$ cat src/rtl/hazard_ctrl.sv
// hazard_ctrl: pipeline hazard controller for the 5-stage MIPS core.
// Produces Mealy hold/clear controls for the IF/ID, ID/EX, EX/MEM and MEM/WB
// registers so they act on the same edge the hazard is seen. It covers the
// data-memory wait, the multi-cycle mul/div stall, the taken-branch flush and
// the load-use stall, in that priority order.
// Ports:
//   clk, rst_n                  clock, async active-low reset
//   id_rs, id_rt                source registers of the instruction in ID
//   ex_rt, ex_memread           destination / load flag of the instruction in EX
//   ex_branch_taken             branch in EX resolved taken
//   ex_md                       mul/div in EX (level, held while the op sits in EX)
//   mem_req, mem_ready          MEM-stage access in progress / completing
//   pc_hold, *_hold, *_clear    pipeline register controls (combinational)
//   mem_err                     sticky memory-timeout flag
//   stall_cycles                saturating count of pc_hold cycles
module hazard_ctrl #(
    parameter int unsigned MD_LAT = 4,
    parameter int unsigned MEM_TO = 16
) (
    input  logic        clk,
    input  logic        rst_n,
    input  logic [4:0]  id_rs,
    input  logic [4:0]  id_rt,
    input  logic [4:0]  ex_rt,
    input  logic        ex_memread,
    input  logic        ex_branch_taken,
    input  logic        ex_md,
    input  logic        mem_req,
    input  logic        mem_ready,
    output logic        pc_hold,
    output logic        ifid_hold,
    output logic        ifid_clear,
    output logic        idex_hold,
    output logic        idex_clear,
    output logic        exmem_hold,
    output logic        exmem_clear,
    output logic        memwb_clear,
    output logic        mem_err,
    output logic [31:0] stall_cycles
);

    localparam int unsigned MCW = (MD_LAT > 2) ? $clog2(MD_LAT) : 1;
    localparam int unsigned WCW = $clog2(MEM_TO) + 1;

    typedef enum logic [0:0] {ST_RUN, ST_MD_WAIT} state_t;

    state_t           state;
    logic [MCW-1:0]   md_cnt;
    logic             md_done;
    logic [WCW-1:0]   wait_cnt;

    logic memw_c, md_c, br_c, lu_c;

    // Hazard detection
    assign memw_c = mem_req && !mem_ready;
    assign md_c   = (state == ST_MD_WAIT) || ((state == ST_RUN) && ex_md && !md_done);
    assign br_c   = ex_branch_taken;
    assign lu_c   = ex_memread && (ex_rt != 5'd0) && ((ex_rt == id_rs) || (ex_rt == id_rt));

    // Prioritised Mealy controls; reset flushes every stage
    always_comb begin
        pc_hold     = 1'b0;
        ifid_hold   = 1'b0;
        ifid_clear  = 1'b0;
        idex_hold   = 1'b0;
        idex_clear  = 1'b0;
        exmem_hold  = 1'b0;
        exmem_clear = 1'b0;
        memwb_clear = 1'b0;
        if (!rst_n) begin
            ifid_clear  = 1'b1;
            idex_clear  = 1'b1;
            exmem_clear = 1'b1;
            memwb_clear = 1'b1;
        end else if (memw_c) begin
            pc_hold     = 1'b1;
            ifid_hold   = 1'b1;
            idex_hold   = 1'b1;
            exmem_hold  = 1'b1;
            memwb_clear = 1'b1;
        end else if (md_c) begin
            pc_hold     = 1'b1;
            ifid_hold   = 1'b1;
            idex_hold   = 1'b1;
            exmem_clear = 1'b1;
        end else if (br_c) begin
            ifid_clear  = 1'b1;
            idex_clear  = 1'b1;
        end else if (lu_c) begin
            pc_hold     = 1'b1;
            ifid_hold   = 1'b1;
            idex_clear  = 1'b1;
        end
    end

    // FSM, timeout and statistics; a memory wait freezes the mul/div sequence
    always_ff @(posedge clk or negedge rst_n) begin
        if (!rst_n) begin
            state        <= ST_RUN;
            md_cnt       <= '0;
            md_done      <= 1'b0;
            wait_cnt     <= '0;
            mem_err      <= 1'b0;
            stall_cycles <= '0;
        end else begin
            if (memw_c) begin
                if (wait_cnt == WCW'(MEM_TO - 1)) begin
                    mem_err <= 1'b1;
                end else begin
                    wait_cnt <= wait_cnt + WCW'(1);
                end
            end else begin
                wait_cnt <= '0;
                md_done  <= 1'b0;
                case (state)
                    ST_RUN: begin
                        if (ex_md && !md_done) begin
                            state  <= ST_MD_WAIT;
                            md_cnt <= MCW'(MD_LAT - 2);
                        end
                    end
                    ST_MD_WAIT: begin
                        if (md_cnt == '0) begin
                            state   <= ST_RUN;
                            // masks the still-high ex_md for the cycle the op leaves EX
                            md_done <= 1'b1;
                        end else begin
                            md_cnt <= md_cnt - MCW'(1);
                        end
                    end
                    default: state <= ST_RUN;
                endcase
            end
            if (pc_hold && (stall_cycles != 32'hFFFF_FFFF)) begin
                stall_cycles <= stall_cycles + 32'd1;
            end
        end
    end

endmodule

$ cat config.mk
export PLATFORM = sky130hd
export DESIGN_NAME = hazard_ctrl
export DESIGN_NICKNAME = d
export VERILOG_FILES = /design/src/rtl/hazard_ctrl.sv
export SDC_FILE = /design/constraint.sdc
export NUM_CORES = 1
export LEC_CHECK = 0
export BUFFER_PORTS_ARGS = -buffer_cell sky130_fd_sc_hd__buf_2
export CAP_MARGIN = 30
export CORE_MARGIN = 8
export CORE_UTILIZATION = 45
export DETAILED_ROUTE_END_ITERATION = 6
export PLACE_DENSITY_LB_ADDON = 0.15
export SYNTH_ARGS = -nofsm -noshare
export SYNTH_HDL_FRONTEND = slang
export SYNTH_SLANG_ARGS = --single-unit
$ cat constraint.sdc
create_clock -name clk -period 3.85 [get_ports clk]
set_input_delay 1.155 -clock clk [delete_from_list [all_inputs] [get_ports clk]]
set_output_delay 1.155 -clock clk [all_outputs]
set_load 0.03 [all_outputs]
==> impl_metrics.json, run 1 <==
{
  "synth_top_cell_by_area": "dfrtp_1",
  "synth.avg_cell_area_um2": 10.1,
  "fin_crit_sh_pct": 95.3,
  "synth_edf_count": 0,
  "drc": 0,
  "grt_pass1_wl_mm": 9.25,
  "die_area_mm2": 0.00787,
  "cts_tree": "done",
  "synth_warnings": 0,
  "fmax_ghz": 0.273,
  "core-area_mm2": 0.00511,
  "hold_viol_final": 0,
  "area_delta_synth_final_pct": 20.4,
  "holdWs_ps": 460,
  "start_kind": "primary input",
  "wirelength_mm": 5.36,
  "n_fill_cell": 495,
  "synthXorXnorAreaFrac_pct": 16.2,
  "clk_path_buf_depth": 2,
  "syn_inst": 235,
  "numPortBuffers": 62,
  "synth-compound-area-share_pct": 3.47,
  "yosys.area_share.simple_pct": 29.6,
  "synthTopCellsByArea": "dfrtp_1, xnor2_1, nand3_1, nand4_1, nand3_2",
  "cts_buffers": 5,
  "p_leak_nw": 1.41,
  "pwr-share-seq_pct": 43.6,
  "grt_max_degree": 35,
  "n_antenna_cell": 0,
  "end_kind": "output port",
  "vias_per_cell": 5.11,
  "cts_resized": 0,
  "hold_path_class": "flop to flop",
  "place_area_mm2": 0.00275,
  "worst-path-max-fanout": 7,
  "placementRows": 26,
  "synth_top_family_by_area": "simple AND/OR/NAND/NOR gates",
  "wire_per_inst_um": 14.6,
  "crit_required_ps": 2690,
  "seq_area_frac_synth_pct": 44.2,
  "clk_latency_ps": 290,
  "crit_arrival_ps": 2510,
  "die_x_um": 88.7,
  "fin_cells": 368,
  "drv_slew": 0,
  "netlist_area_mm2": 0.00238,
  "swShare_pct": 34.7,
  "drtIter0Drc": 64,
  "setup_viol_count_final": 0,
  "muxShareOfSynthArea_pct": 1.32,
  "synth_adder_area_share_pct": 2.11,
  "cts_root_buf": "clkbuf_8",
  "synth_cell_types": 41,
  "yosysTopAreaCellShare_pct": 44.2,
  "cap_violations": 0,
  "synth_ff_type": "dfrtp_1",
  "gp_congestion": 0.764,
  "rsz0062_at_grt": "false",
  "die_h_um": 88.7,
  "nets": 324,
  "start_util_pct": 46.5,
  "htreeDepth": 2,
  "crit_type": "primary input to output port",
  "syn-num-nets": 261,
  "fin_crit_ps": 3670,
  "vdd_drop_max_mv": 0.267,
  "r2r_slack_ps": 1580,
  "synth_common_cells": "dfrtp_1, xnor2_1, nand3_1, nor2_1, nand2_1",
  "internal_power_mw": 0.831,
  "powerDensity_mw_per_mm2": 444,
  "cts_setup_buffers": 0,
  "tns_ps": 0,
  "slew_headroom_pct": 54.7,
  "hpwl_mm": 3.98,
  "cts_sinks": 42,
  "clk_pin_slew_worst_paths_ps": 70,
  "layout-drive-gt1-share_pct": 29.5,
  "grt.total_usage_pct": 14.9,
  "power_frac_comb_pct": 28.8,
  "r2r_cells": 6,
  "synth-seq-cells": 42,
  "ant_nets": 0,
  "holdBufCountCts": 0,
  "worst_pin_slew_ps": 679,
  "grt_pass1_vias": 1981,
  "fin_skew_ps": 7.74,
  "status": "finished, final reports clean",
  "ios": 63,
  "dp_cells": 361,
  "holdPathStages": 1,
  "antenna_found_initial": 0,
  "fin_area_mm2": 0.00286,
  "synthArstFlopShare_pct": 100,
  "p_switching_mw": 0.441,
  "vias": 1882,
  "p_clk_share_pct": 27.6,
  "grt-ovfl-total": 0,
  "drt-pass1-iter-count": 4
}
[cell usage in the layout, fill, tap and decap left out, drive strengths merged]
| cell | Yosys | routed |
|---|---|---|
| o22ai | 1 | 1 |
| nor3 | 4 | 4 |
| nand4 | 18 | 18 |
| buf | 8 | 66 |
| nor2 | 18 | 18 |
| a22o | 1 | 1 |
| xnor2 | 42 | 42 |
| a21o | 2 | 2 |
| xor2 | 2 | 2 |
| and4 | 2 | 2 |
| inv | 5 | 5 |
| nand4b | 3 | 3 |
| nor3b | 1 | 1 |
| o21ai | 3 | 3 |
| ha | 4 | 4 |
| a21oi | 3 | 3 |
| nand2b | 2 | 2 |
| and2 | 4 | 4 |
| nor4 | 1 | 1 |
| bufinv | 0 | 1 |
| nand2 | 18 | 18 |
| mux2i | 2 | 2 |
| or4 | 1 | 1 |
| clkbuf | 2 | 6 |
| nor2b | 5 | 5 |
| dfrtp | 42 | 42 |
| and3 | 12 | 12 |
| nand3 | 25 | 25 |
| a22oi | 1 | 1 |
| o31a | 1 | 1 |
| a31oi | 1 | 1 |
| mux2 | 1 | 1 |
[worst paths after layout]
kind | start | endpoint
hold reg to reg | mem_err | mem_err
setup / recovery | ex_rt[1] | ifid_hold
min in group asynchronous | rst_n | stall_cycles[10]
setup reg to reg | stall_cycles[4] | stall_cycles[1]
hold / removal | mem_err | mem_err
max in group asynchronous | rst_n | md_cnt[0]
[layer usage]
metal  up-vias  share of wire, %  track usage [%]  routed length, um
met1       893                47             18.5               2500
met3         4               5.3             4.55                286
met4         0              0.84             4.45                 45
met5         -                 0                0                  0
met2        42                47             24.1               2530
li1        943                 -                -                  -
[critical path, stage by stage]
cell and delay [ps]:
buf_2 120, or4_1 510, o21ai_1 160, nor3b_1 70
a21o_1 270, buf_2 220
[through the flow]
step | utilization, % | setup WS, ps | power (mW)
finish | 56.1 | 182 | 1.27
floorplan | - | 207 | 0.822
CTS | 56.1 | 163 | 1.29
global route | 56.1 | 80.4 | 1.35
detailed placement | 53.8 | 162 | 0.935
global placement | 53.8 | 182 | 0.925
[power groups by stage]
stage | logic [mW] | clock network (mW) | registers, mW
after global placement | 0.361 | 0 | 0.563
after CTS | 0.373 | 0.364 | 0.556
final | 0.367 | 0.351 | 0.555
after detailed placement | 0.370 | 0 | 0.565
after floorplan | 0.205 | 0 | 0.617
after global routing | 0.402 | 0.384 | 0.565
[kinds of logic after synthesis]
| group | after synthesis |
|---|---|
| AO/OA/AOI/OAI | 13 |
| XOR/XNOR | 44 |
| adder cells (fa/ha/maj) | 4 |
| buffers and inverters | 15 |
| flip-flops | 42 |
| multiplexers | 3 |
| AND/OR/NAND/NOR | 114 |
[flip-flops by register name, indices dropped and copies added, names as in the netlist]
register      count
md_cnt            2
md_done           1
mem_err           1
stall_cycles     32
state             1
wait_cnt          5
[final cells by class]
class	instances	area (um^2)	share of cell area, %
tap	70	87.6	3.06
clock buffer	6	82.6	2.88
clock inverter	1	30.0	1.05
sequential	42	1050	36.7
inverter	5	18.8	0.656
multi-input combinational	178	1250	43.7
timing repair buffer	66	340	11.9
Note: power is estimated with default switching activity, not from simulation.
==> run 2, diff against run 1 <==
--- a/config.mk
+++ b/config.mk
@@ -5,11 +5,11 @@
 export SDC_FILE = /design/constraint.sdc
 export NUM_CORES = 1
 export LEC_CHECK = 0
-export BUFFER_PORTS_ARGS = -buffer_cell sky130_fd_sc_hd__buf_2
 export CAP_MARGIN = 30
 export CORE_MARGIN = 8
-export CORE_UTILIZATION = 45
+export CORE_UTILIZATION = 63
 export DETAILED_ROUTE_END_ITERATION = 6
+export DONT_BUFFER_PORTS = 1
 export PLACE_DENSITY_LB_ADDON = 0.15
 export SYNTH_ARGS = -nofsm -noshare
 export SYNTH_HDL_FRONTEND = slang
==> run 2 against run 1 <==
  * Sequential cell count unchanged
  * Total power decreased by 9.3%
  * Sequential share of layout area increased by 5.3 points
  * First-iteration DRC count increased by 120%
  * Combinational power decreased by 32%
  * Sequential power increased by 13%
  * Highest routed layer unchanged
==> impl_metrics.json, run 2 (synthesis results as in run 1) <==
{
  "grt_pass1_vias": 1756,
  "vias_per_cell": 6.05,
  "grt_pass1_wl_mm": 8.36,
  "regMostFlops": "stall_cycles",
  "holdPathStages": 2,
  "p_clk_share_pct": 23.9,
  "hold_path_class": "flop to flop",
  "setup_viol_count_final": 0,
  "drt-pass1-iter-count": 4,
  "holdBufCountCts": 0,
  "die_h_um": 77.4,
  "cts_root_buf": "clkbuf_8",
  "regToRegEndpoint": "stall_cycles[1]",
  "r2r_cells": 6,
  "antenna_found_initial": 0,
  "cts_resized": 0,
  "worst_pin_slew_ps": 664,
  "clk_latency_ps": 290,
  "vias": 1717,
  "wire_per_inst_um": 18.0,
  "nets": 261,
  "power_frac_comb_pct": 21.8,
  "n_antenna_cell": 0,
  "register_area_mm2": 0.00105,
  "clk_path_buf_depth": 2,
  "cap_violations": 0,
  "swShare_pct": 37.4,
  "final_cell_mix": "xnor2_1, dfrtp_1, nand3_1, nor2_1, nand2_1",
  "slew_headroom_pct": 55.7,
  "ios": 63,
  "place_area_mm2": 0.00242,
  "hpwl_mm": 3.76,
  "grt.total_usage_pct": 16.8,
  "fin_crit_sh_pct": 90.2,
  "multi_input_area_mm2": 0.00125,
  "r2r-start": "stall_cycles[9]",
  "p_switching_mw": 0.432,
  "drv_slew": 0,
  "crit_required_ps": 2690,
  "start_kind": "primary input",
  "crit_arrival_ps": 2320,
  "start_util_pct": 65.4,
  "powerDensity_mw_per_mm2": 461,
  "fmax_ghz": 0.288,
  "largestRegisters": "stall_cycles: 32 flops, wait_cnt: 5 flops, md_cnt: 2 flops",
  "internal_power_mw": 0.722,
  "fin_area_mm2": 0.00250,
  "drc": 0,
  "clk_pin_slew_worst_paths_ps": 80,
  "cts_tree": "done",
  "layout-drive-gt1-share_pct": 10.6,
  "end_kind": "output port",
  "die_x_um": 77.4,
  "ant_nets": 0,
  "area_delta_synth_final_pct": 5.32,
  "placementRows": 22,
  "wirelength_mm": 5.12,
  "grt-ovfl-total": 0,
  "cts_sinks": 42,
  "grt_max_degree": 49,
  "gp_congestion": 0.851,
  "fin_crit_ps": 3470,
  "fin_util_pct": 68.9,
  "htreeDepth": 2,
  "min-delay-start": "md_done",
  "pwr-share-seq_pct": 54.4,
  "drtIter0Drc": 139,
  "numPortBuffers": 0,
  "r2r_slack_ps": 1390,
  "crit_type": "primary input to output port",
  "die_area_mm2": 0.00600,
  "whs_endpoint": "md_done",
  "rsz0062_at_grt": "false",
  "tns_ps": 0,
  "largest_reg_flops": 32,
  "worst-path-max-fanout": 33,
  "n_fill_cell": 321,
  "cts_setup_buffers": 0,
  "hold_viol_final": 0,
  "fin_skew_ps": 8.75,
  "vdd_drop_max_mv": 0.281,
  "core-area_mm2": 0.00363,
  "p_leak_nw": 1.11,
  "cts_buffers": 5,
  "status": "finished, final reports clean"
}
-- run 2: worst max-delay path by stage --
stage | depth (start not counted) | slack [ps] | to | from
6_report | 5 | 380 | pc_hold | ex_rt[1]
5_1_grt | 5 | 300 | ifid_hold | ex_rt[1]
4_1_cts | 5 | 380 | ifid_hold | ex_rt[1]
3_5_place_dp | 5 | 390 | ifid_hold | ex_rt[1]
3_3_place_gp | 5 | 400 | ifid_hold | ex_rt[1]
2_1_floorplan | 6 | 210 | pc_hold | ex_rt[1]
-- run 2: metal layers --
| layer | share of wire [%] | GRT usage, % | vias to the layer above | wire length (um) |
|---|---|---|---|---|
| li1 | - | - | 816 | - |
| met3 | 7.7 | 6.45 | 9 | 393 |
| met2 | 51 | 29.5 | 52 | 2620 |
| met5 | 0 | 0 | - | 0 |
| met4 | 1.6 | 5.85 | 0 | 81 |
| met1 | 39 | 18.1 | 840 | 2020 |
-- run 2: worst max-delay path: stages --
cell and delay, ps:
or4_1 510, o21ai_1 160, nor3b_1 80, a21o_1 210
buf_12 190
-- run 2: through the flow --
| stage | power, mW | std cells | worst slack [ps] | hold slack (ps) |
|---|---|---|---|---|
| CTS | 1.17 | 284 | 384 | 506 |
| floorplan | 0.822 | 235 | 207 | 447 |
| global placement | 0.862 | 276 | 401 | 463 |
| global route | 1.22 | 284 | 298 | 530 |
| detailed placement | 0.888 | 276 | 388 | 486 |
| finish | 1.15 | 284 | 375 | 500 |
-- run 2: power groups by stage --
stage	Sequential [mW]	Combinational [mW]	Clock, mW
final	0.627	0.251	0.276
after global placement	0.630	0.232	0
after global routing	0.639	0.277	0.303
after CTS	0.629	0.252	0.285
after floorplan	0.617	0.205	0
after detailed placement	0.638	0.250	0
-- run 2: cell type report --
cell class                 instances  area share [%]
clock buffer                       6            2.90
clock inverter                     2           0.550
inverter                           5           0.750
multi-input combinational        178            50.0
sequential                        42            42.0
tap                               48            2.40
timing repair buffer               3            1.40
